$ cat src/rtl/operand_fetch.sv
// operand_fetch
//   Fetches the operand bytes that follow an opcode in instruction RAM and
//   assembles them big-endian into one right-aligned operand word. It also
//   reports the PC of the next opcode. The byte count comes from the count ROM
//   latch. A preceding WIDE prefix doubles that count.
//
// Ports
//   clk, reset          clock (rising edge); asynchronous active-low reset
//   start               one-cycle request; accepted only while idle
//   count_in, wide_in   operand byte count and WIDE-prefix flag for the opcode
//   pc_in               address of the opcode byte
//   iram_addr, iram_rd  byte address and one-cycle read strobe to instruction RAM
//   iram_data/_valid    read return; valid is honoured only while waiting
//   operand             assembled operand, zero-extended, held until next start
//   opnd_len, next_pc   bytes fetched and pc_in + 1 + opnd_len
//   busy, done, err     in progress / one-cycle completion / over-length reject
module operand_fetch #(
   parameter int COUNT_W   = 4,
   parameter int ADDR_W    = 16,
   parameter int MAX_BYTES = 4
) (
   input  logic                   clk,
   input  logic                   reset,
   input  logic                   start,
   input  logic [COUNT_W-1:0]     count_in,
   input  logic                   wide_in,
   input  logic [ADDR_W-1:0]      pc_in,
   output logic [ADDR_W-1:0]      iram_addr,
   output logic                   iram_rd,
   input  logic [7:0]             iram_data,
   input  logic                   iram_valid,
   output logic [8*MAX_BYTES-1:0] operand,
   output logic [COUNT_W-1:0]     opnd_len,
   output logic [ADDR_W-1:0]      next_pc,
   output logic                   busy,
   output logic                   done,
   output logic                   err
);

   localparam int LEN_W = COUNT_W + 1;   // room for the doubled WIDE count
   localparam int OP_W  = 8 * MAX_BYTES;

   typedef enum logic [2:0] {
      S_IDLE,
      S_LOAD,
      S_ISSUE,
      S_WAIT,
      S_FIN
   } state_t;

   state_t            state, state_nxt;
   logic [LEN_W-1:0]  len;
   logic [LEN_W-1:0]  idx;
   logic [LEN_W-1:0]  idx_inc;
   logic [ADDR_W-1:0] pc;
   logic              err_q;
   logic              len_bad;
   logic              len_zero;

   assign idx_inc  = idx + LEN_W'(1);
   assign len_bad  = (len > LEN_W'(MAX_BYTES));
   assign len_zero = (len == '0);

   // State register
   always_ff @(posedge clk or negedge reset) begin
      if (!reset) state <= S_IDLE;
      else        state <= state_nxt;
   end

   // Next state and read strobe
   always_comb begin
      state_nxt = state;
      iram_rd   = 1'b0;
      case (state)
         S_IDLE:  if (start) state_nxt = S_LOAD;
         S_LOAD:  state_nxt = (len_bad || len_zero) ? S_FIN : S_ISSUE;
         S_ISSUE: begin
            iram_rd   = 1'b1;
            state_nxt = S_WAIT;
         end
         S_WAIT:  if (iram_valid) state_nxt = (idx_inc == len) ? S_FIN : S_ISSUE;
         S_FIN:   state_nxt = S_IDLE;   // start seen in this cycle is dropped
         default: state_nxt = S_IDLE;
      endcase
   end

   // Datapath: request latch, byte assembly and result registers
   always_ff @(posedge clk or negedge reset) begin
      if (!reset) begin
         pc       <= '0;
         len      <= '0;
         idx      <= '0;
         err_q    <= 1'b0;
         operand  <= '0;
         opnd_len <= '0;
         next_pc  <= '0;
      end else begin
         case (state)
            S_IDLE: begin
               if (start) begin
                  pc      <= pc_in;
                  len     <= wide_in ? {count_in, 1'b0} : {1'b0, count_in};
                  idx     <= '0;
                  err_q   <= 1'b0;
                  operand <= '0;
               end
            end
            S_LOAD: begin
               err_q <= len_bad;
               // Nothing to fetch: publish the empty result now.
               if (len_bad || len_zero) begin
                  opnd_len <= '0;
                  next_pc  <= pc + ADDR_W'(1);
               end
            end
            S_WAIT: begin
               if (iram_valid) begin
                  operand <= {operand[OP_W-9:0], iram_data};
                  idx     <= idx_inc;
                  if (idx_inc == len) begin
                     opnd_len <= len[COUNT_W-1:0];
                     next_pc  <= pc + ADDR_W'(1) + ADDR_W'(len);
                  end
               end
            end
            default: ;
         endcase
      end
   end

   // The address is held through WAIT because idx only moves when the byte lands.
   assign iram_addr = (state == S_ISSUE || state == S_WAIT)
                      ? pc + ADDR_W'(1) + ADDR_W'(idx) : '0;
   assign busy = (state == S_LOAD) || (state == S_ISSUE) || (state == S_WAIT);
   assign done = (state == S_FIN);
   assign err  = (state == S_FIN) && err_q;

endmodule

$ cat config.mk
export PLATFORM = sky130hd
export DESIGN_NAME = operand_fetch
export DESIGN_NICKNAME = d
export VERILOG_FILES = /design/src/rtl/operand_fetch.sv
export SDC_FILE = /design/constraint.sdc
export NUM_CORES = 1
export LEC_CHECK = 0
export CAP_MARGIN = 5
export CELL_PAD_IN_SITES_DETAIL_PLACEMENT = 1
export CELL_PAD_IN_SITES_GLOBAL_PLACEMENT = 1
export CORE_MARGIN = 2
export CORE_UTILIZATION = 30
export DETAILED_ROUTE_END_ITERATION = 10
export PLACE_DENSITY = 0.72
export SKIP_LAST_GASP = 1
export SYNTH_ARGS = -nofsm -noshare
export SYNTH_HDL_FRONTEND = slang
export SYNTH_SLANG_ARGS = --single-unit
$ cat constraint.sdc
create_clock -name clk -period 3.85 [get_ports clk]
set_clock_uncertainty 0.2 [all_clocks]
set_input_delay 0.77 -clock clk [delete_from_list [all_inputs] [get_ports clk]]
set_output_delay 0.77 -clock clk [all_outputs]
set_load 0.01 [all_outputs]
==> results.json <==
{
  "stdcell_count": 886,
  "p_int_uw": 2940,
  "cts.clk_slew.worst_paths_ns": 0.07,
  "worst_setup_path_start_kind": "register",
  "synthesis.nets": 584,
  "synth_area_leaders": "dfrtp_1 43%, nand2_1 8.1%, nand3_1 4.5%",
  "critPathTopFamily": "buffers and inverters",
  "dr.pass1.iters": 4,
  "dieArea_sq_mm": 0.0169,
  "clkPwrFrac": 0.168,
  "slowest_delay_ns": 0.41,
  "routedWlPerCell_microns": 16.5,
  "dpl_cell_area_sq_mm": 0.00624,
  "p_per_area_mw_per_mm2": 765,
  "viasPerCell": 4.99,
  "slew_viol_final": 0,
  "die_x_microns": 130,
  "synth_common_cells": "102 x nand2_1, 82 x dfrtp_1, 43 x nand3_1, 28 x clkbuf_1, 24 x xnor2_1",
  "start_util": 0.304,
  "drtIter0Drc": 160,
  "cts_tree": "built",
  "drv_cap": 0,
  "setup_slack_ns": 0.0393,
  "power_leakage_uw": 0.00296,
  "dr_total_vias": 4419,
  "synth-seq-cells": 82,
  "placed_cells": 863,
  "die_h_microns": 130,
  "clockBufferDepth": 2,
  "coreArea_sq_mm": 0.0157,
  "slowest_stage": "dfrtp_2",
  "hold_viol": 0,
  "required_ns": 2.88,
  "ant_nets": 0,
  "post-route-min-period_ns": 3.81,
  "ys_warn_count": 0,
  "routed_wl_mm": 14.6,
  "power.share.sequential": 0.288,
  "io_pins": 105,
  "synth_edf_count": 0,
  "hold_ws_ns": 0.275,
  "rows": 46,
  "hpwl_mm": 10.9,
  "ys.flop_type": "dfrtp_1",
  "clk_latency_ns": 0.35,
  "path_cells": "ha_4 -> nand3_2 -> xnor2_2 -> ha_4 -> buf_4 -> a21oi_2 -> o21a_1 -> nor4_2 -> buf_4 -> and4_1 -> o21a_1 -> dlygate4sd2_1",
  "yosysTopAreaCell": "dfrtp_1",
  "grt_pass1_wl_mm": 24.0,
  "io_buffers": 104,
  "status": "finished, final reports clean",
  "cp_max_fo": 8,
  "numCtsBuffers": 9,
  "yosysMostFrequentCell": "nand2_1",
  "cts.sinks": 82,
  "cts_root_buffer": "clkbuf_16",
  "syn_avg_cell_area_sq_um": 8.87,
  "layout.nets": 713,
  "htree_levels": 3,
  "track_usage": 0.179,
  "postLayoutCellArea_sq_mm": 0.00669,
  "grt_start_max_net_pins": 64,
  "crit_type": "reg -> out",
  "path_buf_inv": 3,
  "antenna_found_initial": 0,
  "diodes": 0,
  "rsz0062_at_grt": "true",
  "worst_pin_slew_ns": 0.829,
  "netSwitchingFraction": 0.425,
  "min_path_type": "reg -> reg",
  "async_flop_share": 1.00,
  "grt_pass1_vias": 4608,
  "synth_cell_types": 52,
  "fmax_mhz": 262,
  "drive_gt1_frac": 0.175,
  "endpoint_kind": "output port",
  "netlist_area_sq_mm": 0.00475,
  "combinationalPowerShare": 0.545,
  "place_congestion": 0.832,
  "synth_top_area_frac": 0.432,
  "ir_drop_mv": 0.263,
  "area_growth_pct": 40.7,
  "period_share": 0.990,
  "pre_cts_slack_ns": -0.0987,
  "setup_viol": 0,
  "synth_cells": 536,
  "cp_data_arrival_time_ns": 2.84,
  "total_power_uw": 5110,
  "route.detailed.drc": 0,
  "overflow": 0,
  "relSlewSlack": 0.448,
  "yosysSeqAreaShare": 0.432,
  "netSwitchingPower_uw": 2170
}
layer usage:
metal,global-route usage,share of wire,vias up
li1,-,-,2147
met1,0.241,0.46,2175
met2,0.284,0.47,85
met3,0.0541,0.051,12
met4,0.0455,0.015,0
met5,0,0,-
cell type report:
class                           instances  area (sq um)
Clock buffer                            9           225
Clock inverter                          7          71.3
Fill cell                            1826          8970
Inverter                               12          45.0
Multi-Input combinational cell        409          2670
Sequential cell                        82          2060
Tap cell                              216           270
Timing Repair Buffer                  151          1350
flip-flops by register name (all words and copies together), names as in the netlist:
name / flops
err_q: 1
idx: 5
len: 5
next_pc: 16
operand: 32
opnd_len: 4
pc: 16
state: 3
through the flow:
stage	utilization	setup TNS (ns)
6_report	0.427	0
5_1_grt	0.427	-0.242
4_1_cts	0.421	-0.180
3_5_place_dp	0.398	-0.217
3_3_place_gp	0.398	-0.0150
2_1_floorplan	-	0
final timing paths:
| check | start | end | slack, ns | depth (start not counted) |
|---|---|---|---|---|
| setup / recovery | pc[0] | iram_addr[13] | 0.04 | 12 |
| hold / removal | next_pc[15] | next_pc[15] | 0.27 | 2 |
| setup reg to reg | pc[0] | next_pc[13] | 0.44 | 13 |
| hold reg to reg | next_pc[15] | next_pc[15] | 0.27 | 2 |
| max in group asynchronous | reset | opnd_len[3] | 2.43 | 2 |
| min in group asynchronous | reset | next_pc[11] | 0.28 | 1 |
worst min-delay path, stage by stage, from the launching register on:
cell	delay [ns]
dfrtp_1	0.34
nand2_1	0.05
o31ai_1	0.05
placed cells by master (no fill, tap or decap), types with 4 or more instances in the layout:
cell	instances
a211oi_1	5
clkbuf_16	9
a31oi_1	5
xnor2_1	21
o31a_1	4
dfrtp_1	79
nor3b_1	4
a22o_1	5
mux2_2	16
nand3b_1	6
nand3_1	42
nor2_1	21
a21oi_1	16
or3_1	4
xor2_1	8
o21ai_0	15
nor4_1	7
nand4_1	7
o21a_1	6
inv_1	11
o21ai_1	10
nand2_1	102
a21o_1	5
and3_1	4
and4_1	5
nor3_1	15
clkdlybuf4s50_1	92
and2_1	7
ha_1	11
o31ai_1	8
buf_4	47
buf_2	6
power by group through the flow:
| stage | sequential (uW) | clock, uW | combinational (uW) |
|---|---|---|---|
| final | 1470 | 858 | 2790 |
| after global routing | 1520 | 927 | 3070 |
| after CTS | 1460 | 881 | 2690 |
| after detailed placement | 1470 | 0 | 2630 |
| after global placement | 1450 | 0 | 2530 |
| after floorplan | 1400 | 0 | 1500 |
repair_timing:
item,CTS,global route
endpoints found under the setup margin,11,11
setup buffers,3,4
pin swaps,4,6
gates resized for setup,37,27
hold buffers,0,0
endpoints found under the hold margin,0,0
cell families after synthesis:
logic type | share of synthesized area
AND/OR/NAND/NOR | 0.252
flip-flops | 0.432
AO/OA/AOI/OAI | 0.130
adder cells (fa/ha/maj) | 0.0426
buffers and inverters | 0.0361
multiplexers | 0.0466
XOR/XNOR | 0.0608
Note: power is estimated with default switching activity, not from simulation.
